--- src/rtl/comp_pkg.sv ---
// Shared types and result encodings for the bit-serial magnitude comparator.
package comp_pkg;

  typedef enum logic [1:0] {
    IDLE,
    RUN,
    DONE
  } state_t;

  localparam logic [2:0] RES_LG = 3'b100;
  localparam logic [2:0] RES_EQ = 3'b010;
  localparam logic [2:0] RES_RG = 3'b001;

  localparam logic [2:0] FLAGS_INIT = RES_EQ;

endpackage

--- src/rtl/comp_bit_cell.sv ---
// One-bit compare cell; SERIAL_COMP_SIGNED_EN swaps the MSB step for two's complement operands.
module comp_bit_cell
  import comp_pkg::*;
(
  input  logic       x,
  input  logic       y,
  input  logic [2:0] flags_in,
  input  logic       msb_sel,
  output logic [2:0] flags_out
);

`ifdef SERIAL_COMP_SIGNED_EN
  localparam logic SIGNED_EN = 1'b1;
`else
  localparam logic SIGNED_EN = 1'b0;
`endif

  logic swap;
  assign swap = msb_sel & SIGNED_EN;

  always_comb begin
    flags_out = RES_RG;
    if (x & ~y) begin
      flags_out = swap ? RES_RG : RES_LG;
    end else if (~x & y) begin
      flags_out = swap ? RES_LG : RES_RG;
    end else if (flags_in[2]) begin
      flags_out = RES_LG;
    end else if (flags_in[1]) begin
      flags_out = RES_EQ;
    end else begin
      flags_out = RES_RG;
    end
  end

endmodule

--- src/rtl/serial_comp_ctrl.sv ---
// Bit-serial magnitude comparator sequencer, LSB-first over WIDTH cycles.
// Optional build macro: SERIAL_COMP_SIGNED_EN (two's complement operands).
module serial_comp_ctrl
  import comp_pkg::*;
#(
  parameter int WIDTH = 4
) (
  input  logic             CLK,
  input  logic             RST,
  input  logic             IN_VALID,
  output logic             IN_READY,
  input  logic [WIDTH-1:0] X,
  input  logic [WIDTH-1:0] Y,
  output logic             OUT_VALID,
  input  logic             OUT_READY,
  output logic             LG_OUT,
  output logic             EQ_OUT,
  output logic             RG_OUT,
  output logic             BUSY
);

  localparam int CW = (WIDTH > 1) ? $clog2(WIDTH) : 1;
  localparam logic [CW-1:0] LAST = CW'(WIDTH - 1);

  state_t state, state_next;

  logic [WIDTH-1:0] x_sh, y_sh;
  logic [CW-1:0]    cnt;
  logic [2:0]       flags;
  logic [2:0]       cell_out;
  logic [2:0]       result;
  logic             last_bit;

  assign last_bit = (cnt == LAST);

  comp_bit_cell u_cell (
    .x         (x_sh[0]),
    .y         (y_sh[0]),
    .flags_in  (flags),
    .msb_sel   (last_bit),
    .flags_out (cell_out)
  );

  always_ff @(posedge CLK) begin
    if (RST) begin
      state <= IDLE;
    end else begin
      state <= state_next;
    end
  end

  always_comb begin
    state_next = state;
    unique case (state)
      IDLE:    if (IN_VALID) state_next = RUN;
      RUN:     if (last_bit) state_next = DONE;
      DONE:    if (OUT_READY) state_next = IDLE;
      default: state_next = IDLE;
    endcase
  end

  // Datapath follows the registered state so operands are only latched in IDLE
  always_ff @(posedge CLK) begin
    if (RST) begin
      x_sh   <= '0;
      y_sh   <= '0;
      cnt    <= '0;
      flags  <= '0;
      result <= '0;
    end else begin
      unique case (state)
        IDLE: begin
          if (IN_VALID) begin
            x_sh  <= X;
            y_sh  <= Y;
            flags <= FLAGS_INIT;
            cnt   <= '0;
          end
        end
        RUN: begin
          x_sh  <= x_sh >> 1;
          y_sh  <= y_sh >> 1;
          flags <= cell_out;
          cnt   <= cnt + CW'(1);
          if (last_bit) begin
            result <= cell_out;
          end
        end
        default: ;
      endcase
    end
  end

  assign IN_READY  = (state == IDLE);
  assign OUT_VALID = (state == DONE);
  assign BUSY      = (state != IDLE);
  assign LG_OUT    = result[2];
  assign EQ_OUT    = result[1];
  assign RG_OUT    = result[0];

endmodule

--- config.mk ---
export PLATFORM = sky130hd
export DESIGN_NAME = serial_comp_ctrl
export DESIGN_NICKNAME = d
export VERILOG_FILES = /design/src/rtl/comp_pkg.sv /design/src/rtl/comp_bit_cell.sv /design/src/rtl/serial_comp_ctrl.sv
export SDC_FILE = /design/constraint.sdc
export NUM_CORES = 1
export LEC_CHECK = 0
export ABC_CLOCK_PERIOD_IN_PS = 1030
export BUFFER_PORTS_ARGS = -buffer_cell sky130_fd_sc_hd__buf_2
export CORE_MARGIN = 2
export CORE_UTILIZATION = 35
export DETAILED_ROUTE_END_ITERATION = 8
export GPL_ROUTABILITY_DRIVEN = 0
export PLACE_DENSITY = 0.62
export SLEW_MARGIN = 0
export SYNTH_ARGS = -nofsm -noshare
export SYNTH_HDL_FRONTEND = slang
export SYNTH_SLANG_ARGS = --single-unit
--- constraint.sdc ---
create_clock -name CLK -period 1.03 [get_ports CLK]
set_clock_uncertainty 0.1 [all_clocks]
set_input_delay 0.1545 -clock CLK [delete_from_list [all_inputs] [get_ports CLK]]
set_output_delay 0.1545 -clock CLK [all_outputs]
set_load 0.005 [all_outputs]
Word-level counts from Yosys, hierarchy flattened
Index checks and enable logic that the tools add are counted.

word-level totals
  bits in registers = 18
  input port bits = 12
  output and inout bits = 6
  logic and storage cells = 39

cells by class
  add/sub/neg operators = 1
  equality and inequality tests = 6
  mux-type cells = 16
  bitwise gates (word level) = 4
  reductions and logical operators = 6

operator list
  operator                                                                count
  4-bit one-hot mux with 2 select lines                                   2
  3-bit 2-to-1 mux                                                        4
  2-bit 2-to-1 mux                                                        5
  4-bit 2-to-1 mux                                                        2
  2-bit one-hot mux with 3 select lines                                   1
  3-bit one-hot mux with 2 select lines                                   1
  2-bit equality test (second input constant)                             2
  2-bit != test (second input constant)                                   2
  2-bit one-hot mux with 2 select lines                                   1
  2-bit AND reduction                                                     2
  2-bit nonzero test                                                      2
  3-bit AND reduction                                                     1
  2-bit by 1-bit adder with 2-bit output (second input constant)          1
  1-bit bitwise AND                                                       2
  2-bit by 1-bit equality test with 1-bit output (second input constant)  1
  2-bit zero test                                                         1
  2-bit by 1-bit != test with 1-bit output (second input constant)        1
  1-bit inverter                                                          2

Logic depth before layout (Yosys ltp)
Gate-level depths: netlist of run 1.

  depth in word-level cells = 5
  mapped depth = 4
  depth with buffers taken out = 4

Hierarchy
From an unflattened synthesis of run 1, not the netlist that was laid out.

second synthesis, totals
  cells, all modules = 96
  area, all modules = 884.6 um^2

by module, submodules not included
  module            times used  cells each  area an instance (um^2)  seq. area each (um^2)
  serial_comp_ctrl  1           91          835.8                    360.3
  comp_bit_cell     1           5           48.8                     0.0

Least setup slack after synthesis of run 1
OpenSTA, ideal clock, no wires.

  kind = flip-flop to flip-flop
  start = register state[1]
  end = register cnt[1]
  library setup time = 0.128 ns
  arrival = 0.887 ns
  slack = -0.085 ns
  stages on the path, launching flop included = 5
  buffers on the path = 1
  clock period less this slack = 1.115 ns
  cell sequence = dfxtp_1 clkbuf_2 and2b_2 a22oi_1 nor2_1

between the ends
  cells in the longest elaborated chain, start to end = 3
  elaborated cells between the ends (all ways) = 6
  classes of those cells = eq/ne: 2; mux: 1; reduce/logical: 3

ends and longest elaborated chain
  item                                                                               line                    source
  from (decl)                                                                        serial_comp_ctrl.sv:25  state_t state, state_next;
  from (signal assigned)                                                             serial_comp_ctrl.sv:48  state <= state_next;
  2-bit by 1-bit equality test with 1-bit output or 2-bit zero test (tied branches)  serial_comp_ctrl.sv:71  unique case (state)
  2-bit nonzero test (no line) or 2-bit != test (tied branches)                      n/a
  2-bit AND reduction (no line)                                                      n/a
  to (signal assigned)                                                               serial_comp_ctrl.sv:84  cnt <= cnt + CW'(1);
  to (decl)                                                                          serial_comp_ctrl.sv:28  logic [CW-1:0] cnt;

Parallel ways exist; a longest one is shown, timed or not.
A chain may end at the register's enable or synchronous reset.

Worst setup path in the final report of run 1
  start = register state[0]
  end = output OUT_VALID

between the ends
  cells in the longest elaborated chain, start to end = 1

ends and longest elaborated chain
  item                 line                    source
  2-bit equality test  serial_comp_ctrl.sv:95  assign OUT_VALID = (state == DONE);
  to (decl)            serial_comp_ctrl.sv:14  output logic OUT_VALID,

No other way between the ends.

==> results.cfg, run 1 <==
[clock_tree]
cts_tree = yes
cts.sinks = 17
cts_buffer_depth = 2
cts_inserted_buffers = 3
h-tree-depth = 1
root_buffer = clkbuf_4
clk_pin_slew_worst_paths_ns = 0.10
holdBufCountCts = 0
clock_latency_ns = 0.29

[synth]
syn_nets = 105
synth_cell_types = 34
synth_edf_count = 0
yosys.area_share.simple_pct = 22.8
ys_async_sr_fraction_pct = 0
ys.warnings.count = 0
synthAdderAreaFrac_pct = 2.74
synth-seq-cells = 17
synth-xor-area-share_pct = 0
synth_compound_area_share_pct = 26.0
ys_dominant_reg_cell = dfxtp_1
synthMuxAreaShare_pct = 1.22
syn_avg_cell_area_sq_um = 8.95
synth_cells = 92
netlist_area_sq_um = 823
synth_top_family_by_area = compound AO/OA/AOI/OAI gates
ys_seq_area_share_pct = 41.3

[status]
violations = negative setup slack
run_status = finished with violations

[global_route]
grt_pass1_wl_mm = 3.41
grt_overflow_total = 0
track_usage_pct = 17.0
grt_max_degree = 12
grt_pass1_vias = 807
antenna_found_initial = 0

[setup_path]
worstReg2RegStart = state[1]
criticalPathCategory = register to output pin
cp-start-kind = register
cp_data_arrival_time_ns = 1.00
crit_path_end_kind = output pin
startpoint = state[0]
critPathRequiredTime_ns = 0.78
cp_max_fo = 4

[route]
wl_per_cell_um = 13.7
vias = 800
route.detailed.drc = 0
via_per_inst = 5.16
drt-pass1-iter-count = 4
drt_wl_total_mm = 2.12
drt_iter0_drc = 5
ant_nets = 0

[layout]
regArea_sq_um = 355
finish.utilization_pct = 58.9
area_delta_synth_final_pct = 58.4
fillers = 207
drive_gt1_share_pct = 65.4
final_nets = 141
multi_input_area_sq_um = 622
antenna_cells = 0
fin_cells = 155

[timing]
period_share_pct = 122
whs_ns = 0.0264
relSlewSlack_pct = 81.3
post-route-min-period_ns = 1.26
worstMarginPinSlew_ns = 0.280
slew_violations = 0
setup_violations = 19
finalSetupTns_ns = -2.58
fmax_mhz = 796
fin_ws_ns = -0.226
grt_setup_unrepaired = yes
hold_viol = 0

[pwr]
power-per-cell-area_nw_per_um2 = 1130
p_leak_nw = 0.539
vdd_ir_drop_max_v = 0.000623

[place]
numPortBuffers = 17
place_ws_ns = -0.101
dp_hpwl_mm = 1.41
dpl.cell_count = 145

[min_path]
hp-class = primary input to register
min-delay-start = X[3]

[floorplan]
core-area_sq_um = 2210
pin_count = 18
placementRows = 17
die_area_sq_um = 2760
die_h_um = 52.5
die-width_um = 52.5
initial_core_util_pct = 37.2

[run]
cap_violations = 0
## cell usage after synthesis, types with 2 or more instances
cell | instances | share of area [%]
o2bb2ai_1 | 4 | 4.3
buf_2 | 2 | 1.2
nand2b_1 | 2 | 1.5
nor2_1 | 13 | 5.9
o22ai_1 | 4 | 3.0
nand2_1 | 6 | 2.7
a21oi_1 | 6 | 3.6
dfxtp_1 | 17 | 41
and2b_2 | 2 | 2.1
nor2b_1 | 4 | 3.0
inv_1 | 4 | 1.8
a211oi_1 | 6 | 5.5
## worst max-delay path, stage by stage, from the launching register on
cell	delay, ns
dfxtp_4	0.37
and2b_2	0.22
buf_2	0.12
## layer usage
layer | vias to the layer above | global-route usage (%) | part of all wire, %
li1 | 400 | - | -
met2 | 14 | 29.0 | 52
met1 | 384 | 20.4 | 45
met3 | 2 | 2.86 | 2.8
met4 | 0 | 8.55 | 0.42
met5 | - | 0 | 0
## power breakdown
group          total [mW]  internal, mW  switching [mW]
clock network       0.368         0.151           0.218
logic               0.359         0.191           0.169
registers           0.744         0.698          0.0458
total                1.47          1.04           0.432
## logic make-up (layout without fill, tap and decap cells)
kind of cell | Yosys count | count (layout)
buffers and inverters | 10 | 45
muxes | 1 | 1
DFF | 17 | 17
and+or+nand+nor | 33 | 33
adders and majority gates | 2 | 2
AOI/OAI and AO/OA | 29 | 29
## layout by cell type, fill, tap and decap left out, types with 2 or more instances in the layout
master	synthesis	final
and2b_2	2	2
nor2b_4	0	2
inv_1	4	3
o22ai_1	4	4
a211oi_2	0	5
dfxtp_4	0	2
nand2_1	6	5
nor2_4	0	4
nor2b_1	4	2
dfxtp_2	0	6
inv_2	1	2
buf_4	0	14
clkbuf_4	0	3
buf_6	1	5
dfxtp_1	17	9
o2bb2ai_1	4	3
nor2_1	13	9
a21oi_2	0	5
buf_2	2	17
## sequential cells by signal (all words and copies together) (netlist names)
signal  count
result      3
flags       2
cnt         2
state       2
y_sh        4
x_sh        4
## through the flow
stage,power [mW],cell area (sq um)
6_report,1.47,1300
5_1_grt,1.55,1300
4_1_cts,1.40,1150
3_5_place_dp,1.00,1030
3_3_place_gp,0.996,1030
2_1_floorplan,0.905,852
## area by class of cell
cell class | instances | area share [%]
flip-flops and latches | 17 | 27.3
clock buffers | 4 | 2.02
multi-input cells | 65 | 47.7
repair buffers | 36 | 18.9
well taps | 28 | 2.69
inverters | 5 | 1.44
## worst paths after layout
path	to	slack (ns)	depth (start not counted)
worst max register to register	x_sh[0]	-0.18	4
worst min-delay path	x_sh[3]	0.03	3
worst max-delay path	OUT_VALID	-0.23	2
worst min register to register	result[0]	0.37	2
## timing repair
item / CTS / global route
cloned: 0 / 0
setup endpoints to repair: 20 / 22
gates resized for setup: 18 / 32
setup buffers: 5 / 1
endpoints found under the hold margin: 0 / 0
pin swaps: 11 / 8
No activity file was read; power rests on OpenSTA's default activity.
==> run 2, diff against run 1 <==
SETUP_SLACK_MARGIN = 0.3   (was unset)
==> run 2 against run 1 <==
The run still ends with negative setup slack left; clock power increased by 1%; count of clock-buffer cells in the layout down 1; flip-flop and latch count is the same; maximum frequency is 2.6% lower; critical path depth is the same; non-clock buffer count is 4 lower; register-to-register slack lost 0.04 ns; worst hold slack better by 0.0020 ns; via count fell by 1.8%; wire length shrank 3.2%.
==> results.cfg, run 2 (synthesis results as in run 1) <==
[status]
run_status = finished with violations
violations = negative setup slack

[timing]
fmax_mhz = 776
hold_viol = 0
grt_setup_unrepaired = yes
relSlewSlack_pct = 69.7
worstMarginPinSlew_ns = 0.455
post-route-min-period_ns = 1.29
whs_ns = 0.0284
setup_violations = 19
fin_ws_ns = -0.259
period_share_pct = 125
slew_violations = 0

[place]
dpl_cell_area_sq_um = 1030
numPortBuffers = 17
place_ws_ns = -0.136
dp_hpwl_mm = 1.38

[floorplan]
die_area_sq_um = 2760
pin_count = 18
die-width_um = 52.5
placementRows = 17
initial_core_util_pct = 37.2
core-area_sq_um = 2210
die_h_um = 52.5

[route]
drt_wl_total_mm = 2.05
drt-pass1-iter-count = 3
wl_per_cell_um = 13.6
route.detailed.drc = 0
drt_iter0_drc = 5
vias = 786
ant_nets = 0
via_per_inst = 5.21

[setup_path]
cp-start-kind = register
crit_path_end_kind = output pin
critPathRequiredTime_ns = 0.78
criticalPathCategory = register to output pin
cp_max_fo = 4
cp_data_arrival_time_ns = 1.03

[pwr]
vdd_ir_drop_max_v = 0.000663
swShare_pct = 29.6
seq_power_share_pct = 49.3
power.internal_mw = 1.06
p_leak_nw = 0.530
pwr-share-comb_pct = 26.0
switchingPower_uw = 445
power_mw = 1.50
clkPwrFrac_pct = 24.7
power-per-cell-area_nw_per_um2 = 1150

[clock_tree]
root_buffer = clkbuf_4
cts_buffer_depth = 2
h-tree-depth = 1
clk_pin_slew_worst_paths_ns = 0.10
cts_inserted_buffers = 3
cts_tree = yes
clock_latency_ns = 0.29
holdBufCountCts = 0
cts.sinks = 17

[layout]
final_nets = 137
final_cell_area_sq_um = 1310
mostFrequentLayoutCells = buf_2, buf_4, nor2_1
fillers = 205
final_common_cell = buf_2
area_delta_synth_final_pct = 58.8
drive_gt1_share_pct = 68.3
antenna_cells = 0
reg.largest.list = x_sh: 4 flops, y_sh: 4 flops, result: 3 flops

[global_route]
use_met2_pct = 28.1
use_met1_pct = 21.0
antenna_found_initial = 0
track_usage_pct = 16.8
grt_overflow_total = 0
grt_pass1_vias = 767
grt_busiest_layer = met2
grt_pass1_wl_mm = 3.35
grt_max_degree = 20
grt_use_met3_pct = 2.57

[min_path]
hp-class = primary input to register

[run]
cap_violations = 0
[run 2: timing repair]
action                                  4_1_cts  5_1_grt
endpoints found under the setup margin       23       23
gates resized for setup                      24       31
pin swaps                                    11       12
buffers inserted                              3        0
[run 2: stage by stage]
step           util [%]  instances  TNS, ns
2_1_floorplan         -         92   -0.248
3_3_place_gp       46.8        144    -1.06
3_5_place_dp       46.8        144    -1.39
4_1_cts            52.4        151    -3.40
5_1_grt            59.1        151    -3.75
6_report           59.1        151    -2.78
[run 2: routing by layer]
metal	routed length [um]	share of wire, %
met1	886	43
met3	71	3.5
met4	32	1.6
met5	0	0
met2	1060	52
[run 2: final timing paths]
check,startpoint,end,slack [ns],cells after the start
max,state[0],OUT_VALID,-0.26,2
min,OUT_READY,state[1],0.03,3
max reg2reg,state[0],cnt[0],-0.22,5
min reg2reg,result[0],result[0],0.37,2
[run 2: critical path, cell delays in order, from the launching register on]
cell and delay, ns:
dfxtp_4 0.40, and2b_2 0.22, buf_2 0.12
[run 2: cell type report]
class | count | area, sq um | area share, %
Clock buffer | 3 | 22.5 | 1.72
Clock inverter | 1 | 5.00 | 0.383
Inverter | 5 | 23.8 | 1.82
Multi-Input combinational cell | 65 | 633 | 48.4
Sequential cell | 17 | 359 | 27.5
Tap cell | 28 | 35.0 | 2.68
Timing Repair Buffer | 32 | 229 | 17.5
[run 2: power groups by stage]
stage                     Sequential (mW)  Combinational (mW)  Clock [mW]
after CTS                           0.736               0.314       0.378
after floorplan                     0.739               0.176           0
final                               0.741               0.391       0.372
after global placement              0.747               0.263           0
after global routing                0.748               0.423       0.402
after detailed placement            0.751               0.266           0
